<file path="src/rtl/dmem_arbiter.sv">
// Two-port data-memory arbiter: port 0 (pipeline memory stage) and port 1 (debug/DMA) share one memory.
// Build option: define DMEM_ARB_FIXED_PRIO_EN for fixed port-0 priority; round-robin otherwise.

package dmem_arbiter_pkg;
  typedef enum logic {
    MEM_READ_EN  = 1'b0,
    MEM_WRITE_EN = 1'b1
  } mem_en_t;

  typedef struct packed {
    logic        mem_enable;
    mem_en_t     mem_en;
    logic [31:0] address;
    logic [31:0] data_in;
  } data_memory_interface_t;
endpackage

module dmem_arbiter
  import dmem_arbiter_pkg::*;
#(
  parameter int unsigned WAIT_CYCLES = 1
) (
  input  logic                   clk,
  input  logic                   rst_n,
  input  logic                   req0,
  input  logic                   req1,
  input  logic                   we0,
  input  logic                   we1,
  input  logic [31:0]            addr0,
  input  logic [31:0]            addr1,
  input  logic [31:0]            wdata0,
  input  logic [31:0]            wdata1,
  output logic                   done0,
  output logic                   done1,
  output logic [31:0]            rdata,
  output logic                   stall0,
  output data_memory_interface_t mem_sig,
  input  logic [31:0]            mem_data_out
);

  localparam int         DATA_W    = 32;
  localparam logic [1:0] ST_IDLE   = 2'd0;
  localparam logic [1:0] ST_ISSUE  = 2'd1;
  localparam logic [1:0] ST_WAIT   = 2'd2;
  localparam logic [1:0] ST_DONE   = 2'd3;
  localparam bit         HAS_WAIT  = (WAIT_CYCLES != 0);
  localparam logic [3:0] WAIT_LAST = HAS_WAIT ? 4'(WAIT_CYCLES - 1) : 4'd0;

  function automatic logic [3:0] sat_inc4(input logic [3:0] v);
    return (v == 4'hF) ? v : v + 4'd1;
  endfunction

  logic [1:0]        state;
  logic [1:0]        state_nxt;
  logic [3:0]        wait_cnt;
  logic              grant;
  logic              grant_port;
  logic              owner_p0;
  logic              we_p0;
  logic [DATA_W-1:0] addr_p0;
  logic [DATA_W-1:0] wdata_p0;
  logic              issue;
  logic              done_st;

  assign grant = (state == ST_IDLE) && (req0 || req1);

`ifdef DMEM_ARB_FIXED_PRIO_EN
  always_comb begin
    grant_port = ~req0;
  end
`else
  logic last_owner;

  // On contention the port that did not own the previous access wins.
  always_comb begin
    if (req0 && req1) grant_port = ~last_owner;
    else              grant_port = ~req0;
  end

  always_ff @(posedge clk or negedge rst_n) begin
    if (!rst_n)     last_owner <= 1'b1;
    else if (grant) last_owner <= grant_port;
  end
`endif

  always_comb begin
    state_nxt = state;
    case (state)
      ST_IDLE:  if (req0 || req1) state_nxt = ST_ISSUE;
      ST_ISSUE: state_nxt = HAS_WAIT ? ST_WAIT : ST_DONE;
      ST_WAIT:  if (wait_cnt == WAIT_LAST) state_nxt = ST_DONE;
      ST_DONE:  state_nxt = ST_IDLE;
      default:  state_nxt = ST_IDLE;
    endcase
  end

  always_ff @(posedge clk or negedge rst_n) begin
    if (!rst_n) state <= ST_IDLE;
    else        state <= state_nxt;
  end

  // Counter is cleared while leaving ISSUE so WAIT always starts from zero.
  always_ff @(posedge clk or negedge rst_n) begin
    if (!rst_n)                 wait_cnt <= 4'd0;
    else if (state == ST_ISSUE) wait_cnt <= 4'd0;
    else if (state == ST_WAIT)  wait_cnt <= sat_inc4(wait_cnt);
  end

  // Request capture stage: the winner's fields are frozen for the whole access.
  always_ff @(posedge clk or negedge rst_n) begin
    if (!rst_n) begin
      owner_p0 <= 1'b0;
      we_p0    <= 1'b0;
      addr_p0  <= '0;
      wdata_p0 <= '0;
    end else if (grant) begin
      owner_p0 <= grant_port;
      we_p0    <= grant_port ? we1    : we0;
      addr_p0  <= grant_port ? addr1  : addr0;
      wdata_p0 <= grant_port ? wdata1 : wdata0;
    end
  end

  // Memory-side and requester-side outputs decode directly from state.
  assign issue   = (state == ST_ISSUE);
  assign done_st = (state == ST_DONE);

  always_comb begin
    mem_sig.mem_enable = issue;
    mem_sig.mem_en     = (issue && we_p0) ? MEM_WRITE_EN : MEM_READ_EN;
    mem_sig.address    = addr_p0;
    mem_sig.data_in    = (issue && we_p0) ? wdata_p0 : '0;
  end

  assign done0  = done_st & ~owner_p0;
  assign done1  = done_st &  owner_p0;
  assign rdata  = (done_st && !we_p0) ? mem_data_out : '0;
  assign stall0 = req0 & ~done0;

  a_done_excl : assert property (@(posedge clk) disable iff (!rst_n) !(done0 && done1));
  a_issue_one : assert property (@(posedge clk) disable iff (!rst_n) issue |=> !issue);
  a_wait_bnd  : assert property (@(posedge clk) disable iff (!rst_n)
                                 (state == ST_WAIT) |-> (wait_cnt <= WAIT_LAST));

endmodule

</file>
<file path="config.mk">
export PLATFORM = sky130hd
export DESIGN_NAME = dmem_arbiter
export DESIGN_NICKNAME = d
export VERILOG_FILES = /design/src/rtl/dmem_arbiter.sv
export SDC_FILE = /design/constraint.sdc
export NUM_CORES = 1
export LEC_CHECK = 0
export CAP_MARGIN = 20
export CORE_MARGIN = 5
export CORE_UTILIZATION = 37
export DETAILED_ROUTE_END_ITERATION = 10
export PLACE_DENSITY = 0.93
export SETUP_SLACK_MARGIN = 0.4
export SYNTH_ARGS = -nofsm -noshare
export SYNTH_HDL_FRONTEND = slang
export SYNTH_SLANG_ARGS = --single-unit
export TNS_END_PERCENT = 10
</file>
<file path="constraint.sdc">
create_clock -name clk -period 1.8 [get_ports clk]
set_clock_uncertainty 0.15 [all_clocks]
set_input_delay 0.18 -clock clk [delete_from_list [all_inputs] [get_ports clk]]
set_output_delay 0.18 -clock clk [all_outputs]
set_load 0.05 [all_outputs]
</file>
After elaboration in Yosys (flattened, before gate mapping)

Cells that the tools add are included.
Widths: inputs -> output; s select.

Bits in registers: 73
Bits of input ports: 166
Output and inout port bits: 101
Logic and storage cells: 46

$add $sub $neg: 1
Equality and inequality tests: 7
Multiplexer cells: 13
Bitwise gates (word level): 7
Reduce and logical (&&, ||, !) cells: 11

Operator list:

| operator            | count |
|---|---|
| $mux 32             | 4 |
| $mux 4              | 3 |
| $pmux 2 s4          | 1 |
| $add 4x1->4 const B | 1 |
| $eq 2x2->1 const B  | 2 |
| $eq 4x4->1 const B  | 1 |
| $logic_and 1x1->1   | 4 |
| $logic_not 4->1     | 1 |
| $mux 2              | 2 |
| $ne 2x2->1 const B  | 2 |
| $not 1->1           | 4 |
| $reduce_and 2->1    | 2 |
| $and 1x1->1         | 3 |
| $mux 1              | 3 |
| $eq 2x1->1 const B  | 1 |
| $logic_not 2->1     | 1 |
| $ne 2x1->1 const B  | 1 |
| $reduce_bool 2->1   | 1 |
| $logic_not 1->1     | 1 |
| $logic_or 1x1->1    | 1 |

Depth between registers and ports, before layout

Depth after elaboration: 4
Depth in mapped cells: 8
Mapped depth without buffers: 5

Worst setup path before layout

Ideal clock, no wire load.

Path type: reg-to-output
Start: register state[0]
End: output port stall0
Arrival: 1.766 ns
Data required time: 1.470 ns
Path slack: -0.296 ns
Cell stages (with the launch flop): 4
Buffers on the path: 0
Cell sequence: dfrtp_1 > ha_1 > nor2b_1 > nor2_1

Longest elaborated chain between the ends: 4

Ends and longest elaborated chain:

| what                   | line | RTL |
|---|---|---|
| from (decl)            | 53   | `logic [1:0] state;` |
| from (signal assigned) | 99   | `else state <= state_nxt;` |
| $eq 2x2->1             | 126  | `assign done_st = (state == ST_DONE);` |
| $and 1x1->1            | 135  | `assign done0 = done_st & ~owner_p0;` |
| named net done0        | 33   | `output logic done0,` |
| $not 1->1              | 138  | `assign stall0 = req0 & ~done0;` |
| $and 1x1->1            | 138  |  |
| to (decl)              | 36   | `output logic stall0,` |

The timed path passes the listed nets, and every way through them passes these cells.

Final worst setup path

Start: register state[1]
End: output port rdata[3]

Longest elaborated chain between the ends: 3

Ends and longest elaborated chain:

| what              | line | RTL |
|---|---|---|
| $eq 2x2->1        | 126  |  |
| $logic_and 1x1->1 | 137  | `assign rdata = (done_st && !we_p0) ? mem_data_out : '0;` |
| $mux 32           | 137  |  |
| to (decl)         | 35   | `output logic [31:0] rdata,` |

Every way passes these cells.

==> flow_metrics.tcl <==
set metrics [dict create \
    synth_async_sr_flop_share 1.00 \
    failed_checks "negative setup slack" \
    nNetsFinal 921 \
    start_util 0.379 \
    r2r-end "wdata_p0[12]$_DFFE_PN0P_" \
    peakVddDrop_mv 1.08 \
    synth.yosys.warnings 0 \
    die_y_um 116 \
    wire_per_inst_um 22.0 \
    row_count 38 \
    yosys.area.top_type_share 0.435 \
    globalRouteOverflowTotal 0 \
    clockBufferDepth 2 \
    p_leak_uw 0.00339 \
    syn_nets 667 \
    total_power_uw 14800 \
    hold_path_startpoint "req0" \
    yosysTopAreaCell "dfrtp_1" \
    switchingPower_uw 6800 \
    fin_ws_ns -0.287 \
    r2r_cells 8 \
    startpoint_type "register" \
    dr.pass1.iters 5 \
    outcome "complete, but fails checks" \
    insertion_delay_ns 0.33 \
    dr.first_iter.drc_count 300 \
    synthTopCellsByArea "dfrtp_1, a31oi_1, nand3_1, o21ai_0, nor2_1" \
    vias_per_cell 5.71 \
    final-max-slew-violation-count 0 \
    fin_util 0.769 \
    wirelength_mm 19.6 \
    holdCritPathClass "in -> reg" \
    worstSetupPathType "reg -> out" \
    place_ws_ns 0.00320 \
    die-area_um2 13400 \
    yosys_register_bits 73 \
    ant_nets 0 \
    grt_pass1_wl_mm 27.5 \
    pwr-share-comb 0.656 \
    holdPathEnd "addr_p0[26]$_DFFE_PN0P_" \
    place.gp.congestion 0.875 \
    area_delta_synth_final_pct 103 \
    place_hpwl_mm 13.6 \
    end_kind "output pin" \
    drive_gt1_frac 0.310 \
    core-area_um2 10900 \
    synth_area_um2 4150 \
    cts-buffers-inserted 9 \
    synth-edff-count 0 \
    hold_violations 0 \
    cap_violations 0 \
    rsz0062_at_grt "yes" \
    cts_tree "done" \
    timing.fmax_mhz 479 \
    maxSlewHeadroom 0.329 \
    p_int_uw 7970 \
    clkPwrFrac 0.131 \
    post-route-min-period_ns 2.09 \
    avgSynthCellArea_um2 8.39 \
    antenna_found_initial 1 \
    holdWs_ns 0.0125 \
    cts.sinks 73 \
    post-route-drc-count 0 \
    cellPowerDensity_nw_per_um2 1760 \
    syn_inst 494 \
    die_w_um 116 \
    setup_viol 120 \
    pin_count 267 \
    hold_depth 3 \
    seq_power_share 0.212 \
    cts.htree.levels 3 \
    cp.required_ns 1.47 \
    fin_crit_sh 1.16 \
    synth_ff_type "dfrtp_1" \
    grt_pass1_vias 5145 \
    vias 5091 \
    cts_root_buffer "clkbuf_16" \
    worst_pin_slew_ns 1.01 \
    port-buffer-count 266 \
    ff2ff_setup_slack_ns -0.17 \
    grt_max_degree 67 \
    grt.total_usage 0.267 \
    swShare 0.460 \
    arrival_ns 1.76 \
    r2r_start "state[0]$_DFFE_PN0P_" \
    yosysSeqAreaShare 0.441 \
    ys_types 31 \
    cts.clk_slew.worst_paths_ns 0.06 \
    crit_fanout 8 \
]
critical path, cell delays in order (launching register included):
cell	delay, ns
dfrtp_1	0.43
ha_4	0.17
nor2b_4	0.22
buf_6	0.15
clkbuf_16	0.15
and2_4	0.16
buf_12	0.13
routing by layer:
| metal | up-vias | wire length, um | global-route usage |
|---|---|---|---|
| met2 | 317 | 10400 | 0.481 |
| met3 | 79 | 1680 | 0.0674 |
| li1 | 2268 | - | - |
| met1 | 2427 | 6480 | 0.278 |
| met4 | 0 | 1090 | 0.158 |
| met5 | - | 0 | 0 |
worst max-delay path by stage:
stage                                     endpoint  cells after the start                  from
final                                     rdata[3]                      6  state[1]$_DFFE_PN0P_
after global placement    wdata_p0[11]$_DFFE_PN0P_                      5                  req1
after CTS                                rdata[12]                      6  state[1]$_DFFE_PN0P_
after floorplan           wdata_p0[11]$_DFFE_PN0P_                      8  state[1]$_DFFE_PN0P_
after global routing                      rdata[0]                      6  state[1]$_DFFE_PN0P_
after detailed placement  wdata_p0[12]$_DFFE_PN0P_                      5                  req1
metrics by stage:
stage	instances	cell area, um2	TNS, ns
floorplan	494	4440	0
global placement	863	7800	0
detailed placement	863	7800	0
CTS	888	8300	-11.39
global route	892	8410	-23.97
finish	892	8410	-16.19
layout by cell type, fill, tap and decap left out, types with 4 or more instances in the layout:
| cell | synthesis | layout |
|---|---|---|
| a21oi_1 | 4 | 4 |
| o21ai_0 | 64 | 63 |
| nor2_1 | 69 | 65 |
| clkbuf_16 | 0 | 11 |
| nand3_1 | 66 | 66 |
| clkdlybuf4s50_1 | 0 | 163 |
| and3_4 | 0 | 32 |
| buf_6 | 10 | 7 |
| ha_1 | 7 | 4 |
| and2_4 | 0 | 33 |
| a31oi_1 | 67 | 67 |
| buf_4 | 3 | 42 |
| buf_12 | 0 | 79 |
| dfrtp_1 | 72 | 71 |
state kept, by name (all words and copies together) (netlist names):
name,count
we_p0,1
wait_cnt,4
addr_p0,32
state,2
last_owner,1
owner_p0,1
wdata_p0,32
cells by family after synthesis:
| logic type | count (synthesis) | share of synthesized area |
|---|---|---|
| buf+inv | 60 | 0.0812 |
| compound gates | 143 | 0.197 |
| fa+ha+maj | 7 | 0.0211 |
| flops | 73 | 0.441 |
| mux | 2 | 0.00513 |
| simple gates | 209 | 0.254 |
layout make-up:
cell class	instances	area [um2]
Antenna cell	1	2.50
Clock buffer	11	253
Clock inverter	3	65.1
Fill cell	680	2530
Inverter	6	35.0
Multi-Input combinational cell	361	2320
Sequential cell	73	1830
Tap cell	140	175
Timing Repair Buffer	297	3730
timing repair:
item | CTS | global route
endpoints found under the setup margin | 140 | 142
hold buffers | 1 | 0
pin swaps | 23 | 7
gates resized for setup | 20 | 11
endpoints found under the hold margin | 31 | 0
cloned | 2 | 2
setup buffers | 8 | 1
synth_stat cells, types with 2 or more instances:
master,number
nand3_1,66
nor2_1,69
nor2b_1,2
o21ai_1,2
buf_4,3
o21ai_0,64
a21oi_1,4
buf_2,20
dfrtp_1,72
inv_1,5
clkbuf_1,21
and3_1,33
ha_1,7
and2_1,34
buf_6,10
a31oi_1,67
power groups by stage:
stage / clock network (uW) / registers (uW) / logic [uW]
final: 1940 / 3140 / 9690
after global routing: 2030 / 3220 / 10200
after CTS: 1960 / 3060 / 9370
after detailed placement: 0 / 3080 / 9000
after global placement: 0 / 3010 / 8690
after floorplan: 0 / 4190 / 4270
Power figures use the tool's default switching activity.
